==> config.mk <==
export PLATFORM = sky130hd
export DESIGN_NAME = text_scan_arbiter
export DESIGN_NICKNAME = d
export VERILOG_FILES = /design/src/rtl/text_scan_arbiter_pkg.sv /design/src/rtl/scan_position_counter.sv /design/src/rtl/text_scan_arbiter.sv
export SDC_FILE = /design/constraint.sdc
export NUM_CORES = 1
export LEC_CHECK = 0
export CAP_MARGIN = 20
export CORE_MARGIN = 1.5
export CORE_UTILIZATION = 40
export CTS_CLUSTER_DIAMETER = 120
export DETAILED_ROUTE_END_ITERATION = 8
export GPL_ROUTABILITY_DRIVEN = 0
export PLACE_DENSITY_LB_ADDON = 0.05
export SLEW_MARGIN = 10
export SYNTH_ARGS = -nofsm -noshare
export SYNTH_HDL_FRONTEND = slang
export SYNTH_HIERARCHICAL = 1
export SYNTH_SLANG_ARGS = --single-unit
export TNS_END_PERCENT = 1
==> constraint.sdc <==
create_clock -name clk -period 3.4 [get_ports clk]
set_clock_uncertainty 0.05 [all_clocks]
set_input_delay 0.34 -clock clk [delete_from_list [all_inputs] [get_ports clk]]
set_output_delay 0.34 -clock clk [all_outputs]
set_load 0.02 [all_outputs]
==> src/rtl/text_scan_arbiter_pkg.sv <==
// Shared display constants, FSM state encoding and index helpers for the
// text scan arbiter and its position counter.
package text_scan_arbiter_pkg;

  localparam int CHARS_VERT = 4;
  localparam int CHARS_HORZ = 8;
  localparam int ASCII_SIZE = 8;

  localparam int NUM_CHARS = CHARS_VERT * CHARS_HORZ;
  localparam int ROW_W     = $clog2(CHARS_VERT);
  localparam int COL_W     = $clog2(CHARS_HORZ);
  localparam int IDX_W     = $clog2(NUM_CHARS);

  typedef enum logic [2:0] {
    ST_IDLE,
    ST_SCAN_ISSUE,
    ST_SCAN_DATA,
    ST_CPU_ISSUE,
    ST_CPU_DATA
  } arb_state_t;

  // Flat display RAM index of a (row, col) position.
  function automatic logic [IDX_W-1:0] flat_index(input logic [ROW_W-1:0] row,
                                                  input logic [COL_W-1:0] col);
    return IDX_W'(row) * IDX_W'(CHARS_HORZ) + IDX_W'(col);
  endfunction

endpackage

==> src/rtl/scan_position_counter.sv <==
// Row/column walker over the character grid in raster order, with a flag
// marking the final cell of the frame.
module scan_position_counter
  import text_scan_arbiter_pkg::*;
(
  input  logic             clk,
  input  logic             reset,
  input  logic             clear,
  input  logic             advance,
  output logic [ROW_W-1:0] row,
  output logic [COL_W-1:0] col,
  output logic             last
);

  localparam logic [ROW_W-1:0] ROW_LAST = ROW_W'(CHARS_VERT - 1);
  localparam logic [COL_W-1:0] COL_LAST = COL_W'(CHARS_HORZ - 1);

  assign last = (row == ROW_LAST) && (col == COL_LAST);

  // Column steps first; the row steps on column wrap, and the last cell wraps to (0,0).
  always_ff @(posedge clk or posedge reset) begin
    if (reset) begin
      row <= '0;
      col <= '0;
    end else if (clear) begin
      row <= '0;
      col <= '0;
    end else if (advance) begin
      if (col == COL_LAST) begin
        col <= '0;
        row <= (row == ROW_LAST) ? '0 : row + 1'b1;
      end else begin
        col <= col + 1'b1;
      end
    end
  end

endmodule

==> src/rtl/text_scan_arbiter.sv <==
// Arbitrates a single-port display RAM between CPU reads/writes and the
// character scanout engine.
//
//   state         | meaning
//   --------------+----------------------------------------------------
//   ST_IDLE       | pick scan fetch or CPU access (scan_start blocks a grant)
//   ST_SCAN_ISSUE | mem_en for the character at the current scan position
//   ST_SCAN_DATA  | RAM data returns; load char_* unless the fetch was cancelled
//   ST_CPU_ISSUE  | mem_en/mem_we for the CPU (suppressed when out of range)
//   ST_CPU_DATA   | cpu_ack; read data presented and captured
module text_scan_arbiter
  import text_scan_arbiter_pkg::*;
#(
  parameter int unsigned CPU_MAX_WAIT = 4
) (
  input  logic                  clk,
  input  logic                  reset,
  input  logic                  cpu_req,
  input  logic                  cpu_we,
  input  logic [31:0]           cpu_addr,
  input  logic [31:0]           cpu_wdata,
  output logic [31:0]           cpu_rdata,
  output logic                  cpu_ack,
  input  logic                  scan_start,
  output logic                  char_valid,
  input  logic                  char_ready,
  output logic [ASCII_SIZE-1:0] char_data,
  output logic [ROW_W-1:0]      char_row,
  output logic [COL_W-1:0]      char_col,
  output logic                  frame_done,
  output logic                  mem_en,
  output logic                  mem_we,
  output logic [IDX_W-1:0]      mem_addr,
  output logic [ASCII_SIZE-1:0] mem_wdata,
  input  logic [ASCII_SIZE-1:0] mem_rdata
);

  localparam int               WAIT_W   = $clog2(CPU_MAX_WAIT + 1);
  localparam logic [WAIT_W-1:0] WAIT_MAX = WAIT_W'(CPU_MAX_WAIT);

  arb_state_t            state;
  logic                  scan_active;
  logic                  discard;
  logic [WAIT_W-1:0]     wait_cnt;
  logic                  cpu_rd_q;
  logic                  cpu_oor_q;
  logic [31:0]           rdata_q;
  logic [31:0]           rdata_live;

  logic [ROW_W-1:0]      pos_row;
  logic [COL_W-1:0]      pos_col;
  logic                  pos_last;

  logic [29:0]           cpu_idx;
  logic                  cpu_in_range;
  logic                  scan_elig;
  logic                  cpu_win;
  logic                  xfer;

  // Byte-lane bits of the address and upper write data are not stored.
  logic                  unused_bits;
  assign unused_bits = ^{cpu_addr[1:0], cpu_wdata[31:ASCII_SIZE]};

  assign cpu_idx      = cpu_addr[31:2];
  assign cpu_in_range = cpu_idx < 30'(NUM_CHARS);
  assign scan_elig    = scan_active && !char_valid;
  assign cpu_win      = cpu_req && (!scan_elig || (wait_cnt >= WAIT_MAX));
  assign xfer         = char_valid && char_ready;

  // Read data rides straight from the RAM during the ack cycle so it is valid
  // with cpu_ack; the captured copy holds it until the next read ack.
  assign rdata_live = cpu_oor_q ? 32'h0 : {{(32 - ASCII_SIZE){1'b0}}, mem_rdata};
  assign cpu_rdata  = (cpu_ack && cpu_rd_q) ? rdata_live : rdata_q;

  scan_position_counter u_pos (
    .clk     (clk),
    .reset   (reset),
    .clear   (scan_start),
    .advance (xfer && !scan_start),
    .row     (pos_row),
    .col     (pos_col),
    .last    (pos_last)
  );

  // Arbitration FSM plus scan bookkeeping; all outputs registered except cpu_rdata.
  always_ff @(posedge clk or posedge reset) begin
    if (reset) begin
      state       <= ST_IDLE;
      scan_active <= 1'b0;
      discard     <= 1'b0;
      wait_cnt    <= '0;
      cpu_rd_q    <= 1'b0;
      cpu_oor_q   <= 1'b0;
      rdata_q     <= '0;
      cpu_ack     <= 1'b0;
      char_valid  <= 1'b0;
      char_data   <= '0;
      char_row    <= '0;
      char_col    <= '0;
      frame_done  <= 1'b0;
      mem_en      <= 1'b0;
      mem_we      <= 1'b0;
      mem_addr    <= '0;
      mem_wdata   <= '0;
    end else begin
      mem_en     <= 1'b0;
      mem_we     <= 1'b0;
      cpu_ack    <= 1'b0;
      frame_done <= 1'b0;

      // A restart wins over a same-cycle transfer and never raises frame_done.
      if (scan_start) begin
        scan_active <= 1'b1;
        char_valid  <= 1'b0;
      end else if (xfer) begin
        char_valid <= 1'b0;
        if (pos_last) begin
          frame_done  <= 1'b1;
          scan_active <= 1'b0;
        end
      end

      case (state)
        ST_IDLE: begin
          if (!scan_start && cpu_win) begin
            state     <= ST_CPU_ISSUE;
            wait_cnt  <= '0;
            mem_en    <= cpu_in_range;
            mem_we    <= cpu_in_range && cpu_we;
            mem_addr  <= cpu_idx[IDX_W-1:0];
            mem_wdata <= cpu_wdata[ASCII_SIZE-1:0];
            cpu_rd_q  <= !cpu_we;
            cpu_oor_q <= !cpu_in_range;
          end else begin
            if (cpu_req && (wait_cnt < WAIT_MAX)) begin
              wait_cnt <= wait_cnt + 1'b1;
            end
            if (!scan_start && scan_elig) begin
              state    <= ST_SCAN_ISSUE;
              mem_en   <= 1'b1;
              mem_addr <= flat_index(pos_row, pos_col);
            end
          end
        end
        ST_SCAN_ISSUE: begin
          state <= ST_SCAN_DATA;
          if (scan_start) begin
            discard <= 1'b1;
          end
        end
        ST_SCAN_DATA: begin
          state   <= ST_IDLE;
          discard <= 1'b0;
          if (!discard && !scan_start) begin
            char_valid <= 1'b1;
            char_data  <= mem_rdata;
            char_row   <= pos_row;
            char_col   <= pos_col;
          end
        end
        ST_CPU_ISSUE: begin
          state   <= ST_CPU_DATA;
          cpu_ack <= 1'b1;
        end
        ST_CPU_DATA: begin
          state <= ST_IDLE;
          if (cpu_rd_q) begin
            rdata_q <= rdata_live;
          end
        end
        default: state <= ST_IDLE;
      endcase
    end
  end

endmodule

# ---- Yosys cells after proc, flatten, opt, wreduce, memory -nomap -nowiden
# Index checks and enable logic that the tools add are counted.
dict set report op_classes {
  add_sub_neg 4
  n_lt_le_gt_ge 3
  n_eq_ne 8
  mux 34
  reduce_logical 34
}
# operator n
set op_table {}
lappend op_table {{$mux 32} 1}
lappend op_table {{$lt 30x6->1 const B} 1}
lappend op_table {{$mux 3} 7}
lappend op_table {{$mux 1} 17}
lappend op_table {{$reduce_and 2->1} 8}
lappend op_table {{$reduce_bool 2->1} 7}
lappend op_table {{$logic_and 1x1->1} 11}
lappend op_table {{$mux 5} 2}
lappend op_table {{$pmux 3 s3} 1}
lappend op_table {{$mux 2} 4}
lappend op_table {{$mux 8} 1}
lappend op_table {{$add 3x1->3 const B} 2}
lappend op_table {{$eq 3x2->1 const B} 2}
lappend op_table {{$eq 3x3->1 const B} 2}
lappend op_table {{$logic_not 1->1} 6}
lappend op_table {{$add 5x3->5} 1}
lappend op_table {{$eq 3x1->1 const B} 1}
lappend op_table {{$ge 3x3->1 const B} 1}
lappend op_table {{$logic_not 3->1} 1}
lappend op_table {{$lt 3x3->1 const B} 1}
lappend op_table {{$ne 3x3->1 const B} 1}
lappend op_table {{$add 2x1->2 const B} 1}
lappend op_table {{$eq 2x2->1 const B} 1}
lappend op_table {{$ne 2x2->1 const B} 1}
lappend op_table {{other kinds (2)} 2}
dict set report totals {
  reg_bits 78
  in_bits 78
  output_inout_bits 63
  elab_cells 102
}

# ---- Depth between registers and ports, before layout
# Gate-level depths: netlist of the first run.
dict set report logic_depth {
  ltp_word 8
  ltp_mapped 5
}

# ---- Hierarchy
# The synthesis of the first run kept the hierarchy.
# mod instances cells_each area_each_um2
set by_module_without_submodules {}
lappend by_module_without_submodules {text_scan_arbiter 1 206 2304.7}
lappend by_module_without_submodules {scan_position_counter 1 24 277.8}

# ---- Worst setup path before layout of the first run
# No wires, ideal clock.
dict set report synth_path {
  path_kind {register -> output}
  from {register cpu_ack}
  to {output port cpu_rdata[0]}
  arrival_ps 1287
  required_time_ps 3010
  setup_slack_ps 1723
  stages_incl_launch_ff 4
  path_cell_list {dfrtp_1 > nand2_1 > clkbuf_1 > o21ai_0}
}
dict set report synth_via {
  elab_chain_len 2
}
# element line_no
set synth_lines {}
lappend synth_lines {{start, declared} text_scan_arbiter.sv:23} ;# output logic cpu_ack,
lappend synth_lines {{start signal, assigned} text_scan_arbiter.sv:95} ;# cpu_ack <= 1'b0;
lappend synth_lines {{start signal, assigned} text_scan_arbiter.sv:108} ;# cpu_ack <= 1'b0;
lappend synth_lines {{start signal, assigned} text_scan_arbiter.sv:163} ;# cpu_ack <= 1'b1;
lappend synth_lines {{$logic_and 1x1->1} text_scan_arbiter.sv:73} ;# assign cpu_rdata = (cpu_ack && cpu_rd_q) ? rdata_live : rdata_q;
lappend synth_lines {{$mux 32} text_scan_arbiter.sv:73}
lappend synth_lines {{end, declared} text_scan_arbiter.sv:22} ;# output logic [31:0] cpu_rdata,
# No other way between the ends.

# ---- Worst setup path in the final report of the first run
dict set report layout_path {
  from {register cpu_rd_q}
  to {output port cpu_rdata[0]}
}
dict set report layout_via {
  elab_chain_len 2
}
# element line_no
set layout_lines {}
lappend layout_lines {{start, declared} text_scan_arbiter.sv:45} ;# logic cpu_rd_q;
lappend layout_lines {{start signal, assigned} text_scan_arbiter.sv:132} ;# cpu_rd_q <= !cpu_we;
lappend layout_lines {{$logic_and 1x1->1} text_scan_arbiter.sv:73}
lappend layout_lines {{$mux 32} text_scan_arbiter.sv:73}
# No other way between the ends.

==> summary.txt, run 1 <==
Synthesis
  – Synth top area cells: dfrtp_1 (52%), mux2_2 (10%), buf_4 (7.0%)
  – Post-synth ARST share: 1.000
  – Area share of the largest cell type after synthesis: 0.5233
  – Top-count cell post-synth: dfrtp_1
  – Post-synth EDFFs: 0
  – Synthesized area: between 2000 and 3000 µm²
  – Syn Area/Cell: between 10 and 15 µm²
  – Post-synthesis register bit count: between 50 and 60
  – Synth top cells by count: dfrtp_1 (54), nand2_1 (25), buf_4 (24), mux2_2 (23), o21ai_0 (22)
  – Netlist cell types: 37
  – Synth warnings: 6
  – Sequential-to-total area share from yosys stat: 0.5233
  – Ys flop type: dfrtp_1
  – Area leader, netlist: dfrtp_1
  – Mapped Cells: 230

Clocking
  – CTS tree: built
  – Clk_lat worst skew: about 0.30 ns
  – Post_cts resized: 0
  – Clock root buffer: clkbuf_8
  – Hold buffers post-CTS: 0
  – CTS buffer count: 5
  – Clk slew on worst S/H paths: approximately 0.09 ns
  – CTS Sinks: 54
  – Bufs on Longest Clock Path: 2
  – Postcts setup bufs: 0
  – H-tree levels: 2

Route
  – Initial DRC Count: just under 60
  – 1st-pass router iterations: 4
  – Detail-routed net length per standard cell: between 10 and 15 µm
  – Post-DRT Antenna Nets: 0
  – Total routed wirelength: approximately 5200 µm
  – Residual DRC count: 0
  – DR vias/cell: 4.652
  – Routed vias: between 1500 and 2000

Floorplan
  – # IOs: between 100 and 150
  – Die area: just under 7000 µm²
  – Starting Density: 0.4114
  – Die X: between 80 and 90 µm
  – Num rows: 29
  – Height of the die: 83.35 µm
  – Core area: approximately 6300 µm²

Worst setup path
  – Critical path cell sequence: nand2_1 -> o21ai_0 -> clkdlybuf4s50_1
  – Slowest stage cell, crit path: clkdlybuf4s50_1
  – Arrival @ worst endpoint: between 1.5 and 2 ns
  – Top delay family on crit path: buffers and inverters
  – Crit start category: flop
  – Worst setup EP type: output port
  – Critical path origin: cpu_rd_q
  – CP max stage delay: around 0.65 ns
  – RR Startpoint: char_valid
  – Crit Path Max Fanout: 16
  – Critical path class: reg -> out
  – WP buf/inv: 1
  – Worst Path Required: roughly 3 ns

Run
  – Max Cap Viol: 0

Final layout
  – Fin nets: 406
  – Util after Layout: 0.5723
  – Filler cells: 560
  – N_diodes: 0
  – Ratio of cells with drive above 1 in the final layout: 0.1415
  – Area growth syn-to-layout: 39.10%

Status
  – Status: completed

Global routing
  – Global Route Usage Sum: 0.1535
  – First-pass GRT wire length: approximately 8700 µm
  – Largest net degree at the start of global routing: 50
  – Grt ovf: 0
  – Vias in the first global route: 1745
  – Initial antenna violation count: 0

Timing
  – Final worst-path cycle share: 0.6904
  – Worst slew pin tran: 0.9101 ns
  – Fin Setup TNS: 0 ns
  – Slew headroom: 0.3906
  – Fin. max-slew vios: 0
  – Final setup viols: 0
  – Max frequency: roughly 430 MHz
  – Fin. Hold Viols: 0
  – RSZ-0062 raised after global routing: false
  – Fin worst setup slack: ~1.1 ns
  – Fin crit period: 2.347 ns

Power
  – Peak supply drop: 0.4051 mV
  – Pwr/cell area: about 710 nW/µm²
  – LEAKAGE: about 1.6 nW

Placed design
  – Dpl ws: around 1.1 ns
  – Port Buffers: 90
  – DP HPWL: roughly 3900 µm

Worst hold path
  – Worst hold path class: in -> async
==> worst register-to-register path, stage by stage (launching register included) <==
cell and delay, ns:
dfrtp_1 0.42, and2b_2 0.23, o211ai_1 0.72, o21ai_0 0.22
==> state kept, by name, indices dropped and copies added (netlist names), 2 cells and up <==
name	flops
char_col	3
char_data	8
char_row	2
mem_addr	5
mem_wdata	8
rdata_q	8
state	3
u_pos/col	3
u_pos/row	2
wait_cnt	3
==> final cells by class <==
class                      count  area (µm²)  share of cell area
timing repair buffer          95       950.9              0.2647
clock buffer                   5       68.82             0.01916
inverter                       6       22.52            0.006270
tap                           77       96.34             0.02682
sequential                    54        1351              0.3762
multi-input combinational    162        1062              0.2957
clock inverter                 3       40.04             0.01115
==> final timing paths <==
kind	endpoint	depth (start not counted)	slack, ns
max	cpu_rdata[0]	3	1.05
min	u_pos/col[1]	2	0.24
max reg2reg	mem_addr[0]	3	1.62
min reg2reg	rdata_q[2]	2	0.44
max in group asynchronous	mem_wdata[0]	3	2.46
min in group clk	rdata_q[2]	2	0.44
==> through the flow <==
stage | total power [mW] | std cells | hold slack (ns) | area [µm²]
after global routing | 2.711 | 402 | 0.2665 | 3592
after floorplan | 1.669 | 253 | 0.06852 | 2669
after CTS | 2.578 | 401 | 0.2360 | 3572
final | 2.545 | 402 | 0.2380 | 3592
after detailed placement | 2.150 | 393 | 0.4228 | 3463
after global placement | 2.132 | 393 | 0.4135 | 3463
==> kinds of logic (layout without fill, tap and decap cells) <==
kind of cell               after synthesis  in the layout  share of synthesized area
adders and majority gates                4              4                    0.01938
DFF                                     54             54                     0.5233
other                                    1             24                   0.001452
AOI/OAI and AO/OA                       35             35                    0.07946
buffers and inverters                   37            109                    0.09883
and+or+nand+nor                         69             69                     0.1502
muxes                                   30             30                     0.1274
==> report_power, final <==
part / switching (mW) / internal [mW] / leakage, nW
combinational: 0.538 / 0.582 / 0.832
clock: 0.206 / 0.217 / 0.0579
sequential: 0.143 / 0.859 / 0.681
==> cell usage in the layout, fill, tap and decap left out, types with 2 or more instances in the layout <==
| cell | Yosys | layout |
|---|---|---|
| buf_4 | 24 | 4 |
| nor2_1 | 12 | 12 |
| a21oi_1 | 4 | 4 |
| conb_1 | 1 | 24 |
| nand2_1 | 25 | 25 |
| nand2b_1 | 9 | 9 |
| and2_1 | 2 | 2 |
| nor4_1 | 5 | 5 |
| nand3_1 | 3 | 3 |
| nor3b_1 | 2 | 2 |
| mux2i_1 | 7 | 7 |
| clkdlybuf4s50_1 | 0 | 90 |
| clkinv_2 | 0 | 2 |
| clkbuf_8 | 0 | 5 |
| dfrtp_1 | 54 | 54 |
| mux2_2 | 23 | 23 |
| ha_1 | 4 | 4 |
| a21bo_2 | 2 | 2 |
| o21a_1 | 2 | 2 |
| o21ai_0 | 22 | 22 |
| inv_1 | 6 | 5 |
==> per-layer routing <==
metal,track usage,vias to the layer above,wire length [µm]
li1,-,925,-
met1,0.2113,894,2413
met2,0.2506,46,2534
met3,0.03082,5,214
met4,0.03636,0,36
met5,0,-,0
Power figures use the tool's default switching activity.
==> run 2, diff against run 1 <==
--- a/config.mk
+++ b/config.mk
@@ -7,7 +7,7 @@
 export LEC_CHECK = 0
 export CAP_MARGIN = 20
 export CORE_MARGIN = 1.5
-export CORE_UTILIZATION = 40
+export CORE_UTILIZATION = 39
 export CTS_CLUSTER_DIAMETER = 120
 export DETAILED_ROUTE_END_ITERATION = 8
 export GPL_ROUTABILITY_DRIVEN = 0
==> constraint.sdc (replaced) <==
create_clock -name clk -period 2.3 [get_ports clk]
set_clock_uncertainty 0.05 [all_clocks]
set_input_delay 0.23 -clock clk [delete_from_list [all_inputs] [get_ports clk]]
set_output_delay 0.23 -clock clk [all_outputs]
set_load 0.02 [all_outputs]
==> run 2 against run 1 <==
Against the previous run:
- non-clock buffer count increased by 4
- utilization down 0.45 points
- via count increased by 3.4%
- power increased by 50%
- sequential power is 49% higher
- routed wire length increased by 6.8%
- die area increased by 2.5%
- clock power increased by 52%
- critical endpoint unchanged
==> summary.txt, run 2 (synthesized netlist as in run 1, its figures left out) <==
Worst setup path
  – Top delay family on crit path: buffers and inverters (unchanged)
  – CP max stage delay: 0.65 ns (about the same)
  – Critical path origin: cpu_oor_q (was cpu_rd_q)
  – Crit Path Max Fanout: 9 (was 16)
  – Crit start category: flop (unchanged)
  – Critical path class: reg -> out (unchanged)
  – Worst Path Required: 2.02 ns (was 3.01 ns)
  – R2r setup slk: 0.61 ns (was 1.62 ns)
  – WP buf/inv: 1 (unchanged)
  – Slowest stage cell, crit path: clkdlybuf4s50_1 (unchanged)
  – Critical path cell sequence: nand2b_1 -> o21ai_0 -> clkdlybuf4s50_1 (was nand2_1 -> o21ai_0 -> clkdlybuf4s50_1)
  – Worst setup EP type: output port (unchanged)
  – Arrival @ worst endpoint: 1.82 ns (was 1.96 ns)
  – RR Startpoint: state[0] (was char_valid)

Global routing
  – Vias in the first global route: 1882 (was 1745)
  – Grt ovf: 0 (unchanged)
  – Largest net degree at the start of global routing: 29 (was 50)
  – Global Route Usage Sum: 0.1592 (was 0.1535)
  – Initial antenna violation count: 0 (unchanged)
  – First-pass GRT wire length: 9066 µm (was 8659 µm)

Final layout
  – Area of the multi-input gates: 1065 µm² (was 1062 µm²)
  – Ratio of cells with drive above 1 in the final layout: 0.1520 (was 0.1415)
  – Fin cells: 406 (was 402)
  – Filler cells: 581 (was 560)
  – Register area: 1351 µm² (unchanged)
  – Most common cell after layout, fill and taps aside: clkdlybuf4s50_1 (unchanged)
  – Fin nets: 410 (was 406)
  – Commonest non-fill, non-tap cells in the layout: clkdlybuf4s50_1 (90), dfrtp_1 (54), nand2_1 (24), conb_1 (24), mux2_2 (23) (was clkdlybuf4s50_1 (90), dfrtp_1 (54), nand2_1 (25), conb_1 (24), mux2_2 (23))
  – Top Registers: char_data: 8 flops, mem_wdata: 8 flops, rdata_q: 8 flops (unchanged)
  – Area growth syn-to-layout: 40.41% (was 39.10%)
  – N_diodes: 0 (unchanged)

Floorplan
  – # IOs: 141 (unchanged)
  – Core area: 6386 µm² (was 6277 µm²)
  – Starting Density: 0.4044 (was 0.4114)
  – Die X: 84.38 µm (was 83.35 µm)
  – Height of the die: 84.38 µm (was 83.35 µm)
  – Die area: 7119 µm² (was 6947 µm²)
  – Num rows: 29 (unchanged)

Timing
  – Final worst-path cycle share: 0.9132
  – Fin. max-slew vios: 0 (unchanged)
  – Max frequency: ~480 MHz
  – Fin crit period: about 2.1 ns
  – Slew headroom: 0.6597 (was 0.3906)
  – Worst slew pin tran: 0.5090 ns (was 0.9101 ns)
  – RSZ-0062 raised after global routing: false (unchanged)
  – Final setup viols: 0 (unchanged)
  – Fin. Hold Viols: 0 (unchanged)
  – Fin Setup TNS: 0 ns (unchanged)

Route
  – Detail-routed net length per standard cell: 13.67 µm (was 12.93 µm)
  – DR vias/cell: 4.764 (was 4.652)
  – Routed vias: 1934 (was 1870)
  – Initial DRC Count: 64 (was 58)
  – Total routed wirelength: 5551 µm (was 5198 µm)
  – Post-DRT Antenna Nets: 0 (unchanged)
  – 1st-pass router iterations: 4 (unchanged)
  – Residual DRC count: 0 (unchanged)

Clocking
  – Bufs on Longest Clock Path: 2 (unchanged)
  – Hold buffers post-CTS: 0 (unchanged)
  – CTS Sinks: 54 (unchanged)
  – Postcts setup bufs: 0 (unchanged)
  – H-tree levels: 2 (unchanged)
  – Clk_lat worst skew: 0.31 ns (was 0.30 ns)
  – CTS tree: built (unchanged)
  – Clock root buffer: clkbuf_8 (unchanged)
  – Clk slew on worst S/H paths: 0.10 ns (was 0.09 ns)
  – CTS buffer count: 5 (unchanged)

Placed design
  – Placed cell count: 398 (was 393)
  – DP HPWL: 4308 µm (was 3926 µm)
  – Port Buffers: 90 (unchanged)

Worst hold path
  – Worst hold path class: in -> async (unchanged)

Power
  – Pwr/cell area: 1054 nW/µm² (was 708.4 nW/µm²)
  – Peak supply drop: 0.5231 mV (was 0.4051 mV)
  – LEAKAGE: 1.585 nW (was 1.571 nW)

Status
  – Status: completed (unchanged)

Run
  – Max Cap Viol: 0 (unchanged)
-- run 2: changes by cell type in the layout (fill, tap and decap cells not counted) --
cell	previous run	this run
clkinv_2	2	0
buf_4	4	8
nand2_1	25	24
nand2_2	0	1
clkbuf_1	0	1
clkinvlp_4	0	1
-- run 2: through the flow --
step	total power, mW	utilization	area [µm²]	hold WS [ns]	worst slack (ns)
after detailed placement	3.221	0.5502	3513	0.4199	0.3494
after global placement	3.187	0.5502	3513	0.4127	0.3277
after floorplan	2.468	-	2669	-0.04148	0.7324
final	3.820	0.5678	3626	0.1110	0.1996
after CTS	3.867	0.5674	3623	0.1060	0.07332
after global routing	4.050	0.5678	3626	0.1219	0.1017
-- run 2: routing by layer --
layer  up-vias  GRT usage  part of all wire
met4         0    0.04399             0.011
met3         6    0.04720             0.080
met2        74     0.2749              0.48
met5         -          0                 0
met1       924     0.1947              0.43
li1        930          -                 -
-- run 2: path summary, 6_finish.rpt --
check / endpoint / cells after the start
worst max-delay path: cpu_rdata[0] / 3
worst min-delay path: u_pos/col[0] / 2
worst max register to register: cpu_oor_q / 3
worst min register to register: mem_addr[1] / 2
max in group asynchronous: mem_wdata[2] / 3
min in group clk: mem_we / 3
-- run 2: power by group --
group          switching, mW  leakage [nW]  internal [mW]  total [mW]
registers              0.217         0.681           1.27        1.49
clock network          0.315        0.0514          0.325       0.641
logic                  0.816         0.853          0.878        1.69
-- run 2: area by class of cell --
| cell class | count | area share |
|---|---|---|
| well taps | 77 | 0.02657 |
| clock buffers | 6 | 0.02001 |
| repair buffers | 99 | 0.2705 |
| multi-input cells | 162 | 0.2937 |
| clock inverters | 2 | 0.01035 |
| flip-flops and latches | 54 | 0.3727 |
| inverters | 6 | 0.006211 |
-- run 2: repair_timing --
item | 4_1_cts | 5_1_grt
gates resized for setup | 0 | 1
setup endpoints to repair | 0 | 7
endpoints found under the hold margin | 0 | 0
